### src/rtl/sw_input_port.sv
// sw_input_port: synchronized, debounced switch input with sticky
// rising-edge capture and a saturating rising-event counter.
module sw_input_port #(
    parameter int N               = 9,
    parameter int DEBOUNCE_CYCLES = 16,
    parameter int CW              = 5
) (
    input  logic         Clock,
    input  logic         Resetn,
    input  logic [N-1:0] SW,
    input  logic         cs,
    input  logic         W,
    input  logic [1:0]   ADDR,
    input  logic [15:0]  DOUT,
    output logic [15:0]  Q,
    output logic         Edge_any
);

    localparam logic [CW-1:0] LAST = CW'(DEBOUNCE_CYCLES - 1);

    logic [N-1:0]         sync_a;
    logic [N-1:0]         sync_b;
    logic [N-1:0]         level;
    logic [N-1:0]         level_nxt;
    logic [N-1:0]         edge_r;
    logic [N-1:0]         edge_nxt;
    logic [N-1:0]         rise;
    logic [N-1:0]         clr_mask;
    logic [N-1:0][CW-1:0] cnt;
    logic [N-1:0][CW-1:0] cnt_nxt;
    logic [15:0]          count;
    logic [15:0]          count_nxt;
    logic                 wr_edge;
    logic                 wr_count;

    generate
        if (N < 16) begin : g_pad
            logic unused_dout;
            assign unused_dout = ^DOUT[15:N];
        end
    endgenerate

    assign wr_edge  = cs & W & (ADDR == 2'd1);
    assign wr_count = cs & W & (ADDR == 2'd2);

    always_comb begin
        level_nxt = level;
        cnt_nxt   = cnt;
        for (int i = 0; i < N; i++) begin
            if (sync_b[i] == level[i]) begin
                cnt_nxt[i] = '0;
            end else if (cnt[i] == LAST) begin
                level_nxt[i] = sync_b[i];
                cnt_nxt[i]   = '0;
            end else begin
                cnt_nxt[i] = cnt[i] + CW'(1);
            end
        end
    end

    assign rise = level_nxt & ~level;

    // a new rise on a bit beats a same-cycle clear of that bit
    always_comb begin
        clr_mask = wr_edge ? DOUT[N-1:0] : '0;
        edge_nxt = (edge_r & ~clr_mask) | rise;
    end

    always_comb begin
        count_nxt = count;
        if (|rise) begin
            if (wr_count)
                count_nxt = 16'd1;
            else if (count != 16'hFFFF)
                count_nxt = count + 16'd1;
        end else if (wr_count) begin
            count_nxt = '0;
        end
    end

    always_ff @(posedge Clock or negedge Resetn) begin
        if (!Resetn) begin
            sync_a <= '0;
            sync_b <= '0;
            cnt    <= '0;
            level  <= '0;
            edge_r <= '0;
            count  <= '0;
        end else begin
            sync_a <= SW;
            sync_b <= sync_a;
            cnt    <= cnt_nxt;
            level  <= level_nxt;
            edge_r <= edge_nxt;
            count  <= count_nxt;
        end
    end

    always_comb begin
        Q = '0;
        unique case (ADDR)
            2'd0:    Q[N-1:0] = level;
            2'd1:    Q[N-1:0] = edge_r;
            2'd2:    Q        = count;
            default: Q        = '0;
        endcase
    end

    assign Edge_any = |edge_r;

endmodule

### config.mk
export PLATFORM = sky130hd
export DESIGN_NAME = sw_input_port
export DESIGN_NICKNAME = d
export VERILOG_FILES = /design/src/rtl/sw_input_port.sv
export SDC_FILE = /design/constraint.sdc
export NUM_CORES = 1
export LEC_CHECK = 0
export CORE_MARGIN = 3
export CORE_UTILIZATION = 40
export DETAILED_ROUTE_END_ITERATION = 10
export GPL_TIMING_DRIVEN = 0
export SLEW_MARGIN = 20
export SYNTH_ARGS = -nofsm -noshare
export SYNTH_HDL_FRONTEND = slang
export SYNTH_SLANG_ARGS = --single-unit
### constraint.sdc
create_clock -name Clock -period 2.2 [get_ports Clock]
set_input_delay 0.22 -clock Clock [delete_from_list [all_inputs] [get_ports Clock]]
set_output_delay 0.22 -clock Clock [all_outputs]
set_load 0.02 [all_outputs]
; ---- Yosys cells after proc, flatten, opt, wreduce, memory -nomap -nowiden
; Cells that the tools add are included.
; W data, S select, Z words.
[word_totals]
ff_bits = 97
latch_bits = 0
mem_bits_rw = 0
mem_bits_ro = 0
output_inout_bits = 17
wordCells = 102
n_memories = 0
[classes]
addsub = 10
n_mul = 0
div = 0
magnitude_cmp = 0
eq_ne = 21
shifts = 0
muxes = 43
bitwise = 8
reduce_logical = 6
[ops]
columns = operator, n
row1 = $mux W5, 18
row2 = $mux W16, 4
row3 = $add A5 B1 Y5 const B, 9
row4 = $eq A5 B4 Y1 const B, 9
row5 = $pmux W9 S3, 1
row6 = $and A9 B9 Y9, 2
row7 = $mux W1, 18
row8 = $not A9 Y9, 2
row9 = $reduce_or A9 Y1, 2
row10 = $add A16 B1 Y16 const B, 1
row11 = $ne A16 B16 Y1 const B, 1
row12 = $eq A1 B1 Y1, 9
row13 = $mux W9, 1
row14 = $or A9 B9 Y9, 1
row15 = $mux W7, 1
row16 = $reduce_bool A2 Y1, 2
row17 = $and A1 B1 Y1, 3
row18 = $eq A2 B1 Y1 const B, 1
row19 = $eq A2 B2 Y1 const B, 1
row20 = $logic_not A2 Y1, 1
row21 = $reduce_and A2 Y1, 1

; ---- Depth between registers and ports, before layout
[depth]
ltp_word = 7
mapped_depth = 9
ltp_nobuf = 7

; ---- Worst setup path after synthesis
; No wires, ideal clock.
[synth_path]
path_kind = register to register
start = reg cnt[35] (netlist name)
end = reg count[7]
setup_ns = 0.078
t_arrival_ns = 2.032
required_ns = 2.122
slack_ns = 0.090
stages_incl_launch_ff = 9
n_path_buf = 1
period_less_slack_ns = 2.110
cell_sequence = dfrtp_1 > ha_1 > nand3_1 > nor4b_1 > nor3_1 > a21o_1 > buf_6 > or4_1 > a21oi_1
[synth_via]
elab_chain_cells = 7
word_cells_on_any_way = 8
[synth_rtl]
columns = item, line
row1 = "start, declared", 29  ; logic [N-1:0][CW-1:0] cnt;
row2 = "start signal, assigned", 92  ; cnt <= cnt_nxt;
row3 = $eq A5 B4 Y1 (*), 52  ; end else if (cnt[i] == LAST) begin
row4 = $mux W1 (*), 52
row5 = $mux W1 (*), 50  ; if (sync_b[i] == level[i]) begin
row6 = $and A9 B9 Y9 (*), 61  ; assign rise = level_nxt & ~level;
row7 = $reduce_or A9 Y1 (*), 71  ; if (|rise) begin
row8 = $reduce_bool A2 Y1 (no line), --
row9 = $reduce_and A2 Y1 (no line), --
row10 = "end signal, assigned", 95  ; count <= count_nxt;
row11 = "end, declared", 31  ; logic [15:0] count;
; Every way passes the cells marked *; elsewhere a longest branch is shown, timed or not.
; A chain may end at the register's enable or synchronous reset.

; ---- Final worst setup path
[layout_path]
start = reg count[1]
end = reg count[7]
[layout_via]
elab_chain_cells = 4
word_cells_on_any_way = 7
[layout_rtl]
columns = item, line
row1 = $add A16 B1 Y16, 75  ; count_nxt = count + 16'd1;
row2 = $mux W16, 74  ; else if (count != 16'hFFFF)
row3 = $mux W16, 72  ; if (wr_count)
row4 = $mux W16, 71
; Several ways; a longest one is shown, not always the timed one. The select of a mux whose other input is x is not followed.

==> out/metrics.cfg <==
[die]
start_util_pct=41.2
dieArea_mm2=0.0120
die_y_um=109
coreArea_mm2=0.0104
die_w_um=109
ioPinCount=48
num_rows=37

[critical_path]
cpLargestDelayFamily=simple AND/OR/NAND/NOR gates
critPathBufInv=2
cpPeakStageDelay_ps=500
crit_chain=ha_2 -> and4_4 -> buf_6 -> and4_4 -> a21o_1 -> buf_6 -> or4_4 -> a21oi_2
slowest_stage=or4_4
reg2reg_depth=8
end_kind=register
worst-path-stages=8
crit_fanout=6
cp.required_ps=2480
cp.arrival_ps=2460
r2r-start=count[1]
cp-start-kind=register
crit_type=register to register
r2r_end=count[7]
r2r_slack_ps=10
startpoint=count[1]

[placement]
dp_hpwl_um=5920
io_buffers=40
globalplace.congestion=0.774
placed_cells=567

[timing]
tns_ps=0
max_slew_margin_pct=61.5
max_freq_ghz=0.457
layout_min_cycle_time_ps=2190
setup_violations=0
worst_pin_slew_ps=577
fin_crit_sh_pct=99.4
hold_violations=0
timing.hold.ws_ps=268
drv_slew=0
rsz0062_at_grt=true
skew_ps=9.38

[clock_network]
cts-htree-levels=3
cts.sink_count=97
clk_latency_ps=360
cts_buffers=9
cts_root_buf=clkbuf_8
clkTransAtPathRegs_ps=100
clk_path_buf_depth=2
cts_tree=done

[global_route]
grt_use_total_pct=16.0
grt_overflow=0
grt_max_degree=77
antenna_found_initial=0
grt_first_pass_wirelength_um=14800
grt_pass1_vias=3086

[drt]
post_drt_wl_per_cell_um=15.0
drc_errors=0
vias=3119
first_pass_iters=5
wl_um=9100
viasPerCell=5.13
ant_nets=0
first_iter_violations=170

[final_layout]
syn2layout_area_growth_pct=28.6
fill_cells=951
nNetsFinal=508
layout_commonest_cell=dfrtp_1
fin_cells=608
diodes=0
final_cell_mix=94 x dfrtp_1, 41 x nand2_1, 30 x clkdlybuf4s50_1, 29 x o21ai_0, 27 x xor2_1
drive_gt1_share_pct=21.4

[power_and_ir_drop]
p_leak_nw=2.52
cellPowerDensity_mw_per_mm2=628
ir_drop_uv=415

[outcome]
status=completed

[synth]
ys_ff_latch=97
synth_warnings=0
syn_area_per_cell_um2=10.9
synth_nets=431
syn_area_mm2=0.00427
synth_seq_area_share_pct=56.8
ys_dominant_reg_cell=dfrtp_1
async_reset_ff_share_pct=100
syn_inst=390
synth-edff-count=0
ys_types=35

[run]
drv_cap=0

[min_path]
hold_path_class=primary input to asynchronous set/reset pin

-- cell usage after synthesis (3+ instances only) --
cell type	number	area share (%)
and3_1	10	1.5
o32ai_1	3	0.62
nand4b_1	4	0.82
o21ai_0	29	3.4
a31oi_1	3	0.44
nor3_1	3	0.35
or3_1	9	1.3
and2_1	24	3.5
and4_4	3	0.79
xor2_1	27	5.5
nand4_1	3	0.44
nand2_1	41	3.6
a21oi_1	14	1.6
nor2_1	26	2.3
mux2_2	9	2.4
ha_1	10	2.9
clkbuf_1	5	0.44
nand3_1	23	2.7
nand2b_1	6	0.88
dfrtp_1	97	57
mux2i_1	9	2.1
a21o_1	4	0.70
nor4b_1	3	0.62
o31ai_1	5	0.88
or4_1	4	0.70
-- power breakdown --
group | internal [mW] | switching [mW]
registers | 1.87 | 0.0853
logic | 0.167 | 0.175
clock network | 0.530 | 0.619
total | 2.57 | 0.879
-- routing by layer --
| layer | vias up | GRT usage, % | wire [µm] |
|---|---|---|---|
| met5 | - | 0 | 0 |
| met4 | 0 | 3.21 | 62 |
| met3 | 6 | 4.46 | 436 |
| met2 | 70 | 25.4 | 4390 |
| met1 | 1515 | 22.0 | 4210 |
| li1 | 1528 | - | - |
-- cells by family after synthesis --
group           Yosys count  share of synthesized area [%]
simple gates            164                           20.4
flops                    97                           56.8
mux                      18                           4.48
fa+ha+maj                10                           2.93
xor+xnor                 27                           5.54
compound gates           61                           8.26
buf+inv                  13                           1.55
-- metrics by stage --
stage | util [%] | cell area, µm² | power (mW) | worst slack [ps]
finish | 53.0 | 5490 | 3.45 | 13.3
global route | 53.0 | 5490 | 3.62 | -113
CTS | 51.1 | 5300 | 3.47 | 0.275
detailed placement | 47.0 | 4870 | 2.29 | -578
global placement | 46.7 | 4840 | 2.28 | -2740
floorplan | - | 4270 | 2.12 | 89.5
-- layout make-up --
type	count	area, µm²	share of cell area [%]
well taps	136	170	3.10
multi-input cells	280	2030	37.0
inverters	2	7.51	0.137
flip-flops and latches	97	2430	44.3
plain buffers	11	77.6	1.41
clock buffers	10	128	2.32
clock inverters	6	67.6	1.23
repair buffers	66	576	10.5
-- registers in the layout, summed over array words and instances, names as in the netlist --
name and flops:
sync_a 9, sync_b 9, edge_r 9, level 9, cnt 45, count 16
-- worst max-delay path by stage --
stage	end	slack, ps
6_report	count[7]	10
5_1_grt	count[7]	-110
4_1_cts	count[14]	0.3
3_5_place_dp	Q[5]	-580
3_3_place_gp	cnt[40]	-2740
2_1_floorplan	count[7]	90
-- timing repair --
action,4_1_cts,5_1_grt
gates cloned,0,1
gates resized for setup,40,51
pin swaps,6,15
hold buffers,1,0
hold endpoints to repair,21,0
buffers inserted,10,13
setup endpoints to repair,34,35
Note: power is estimated with default switching activity, not from simulation.
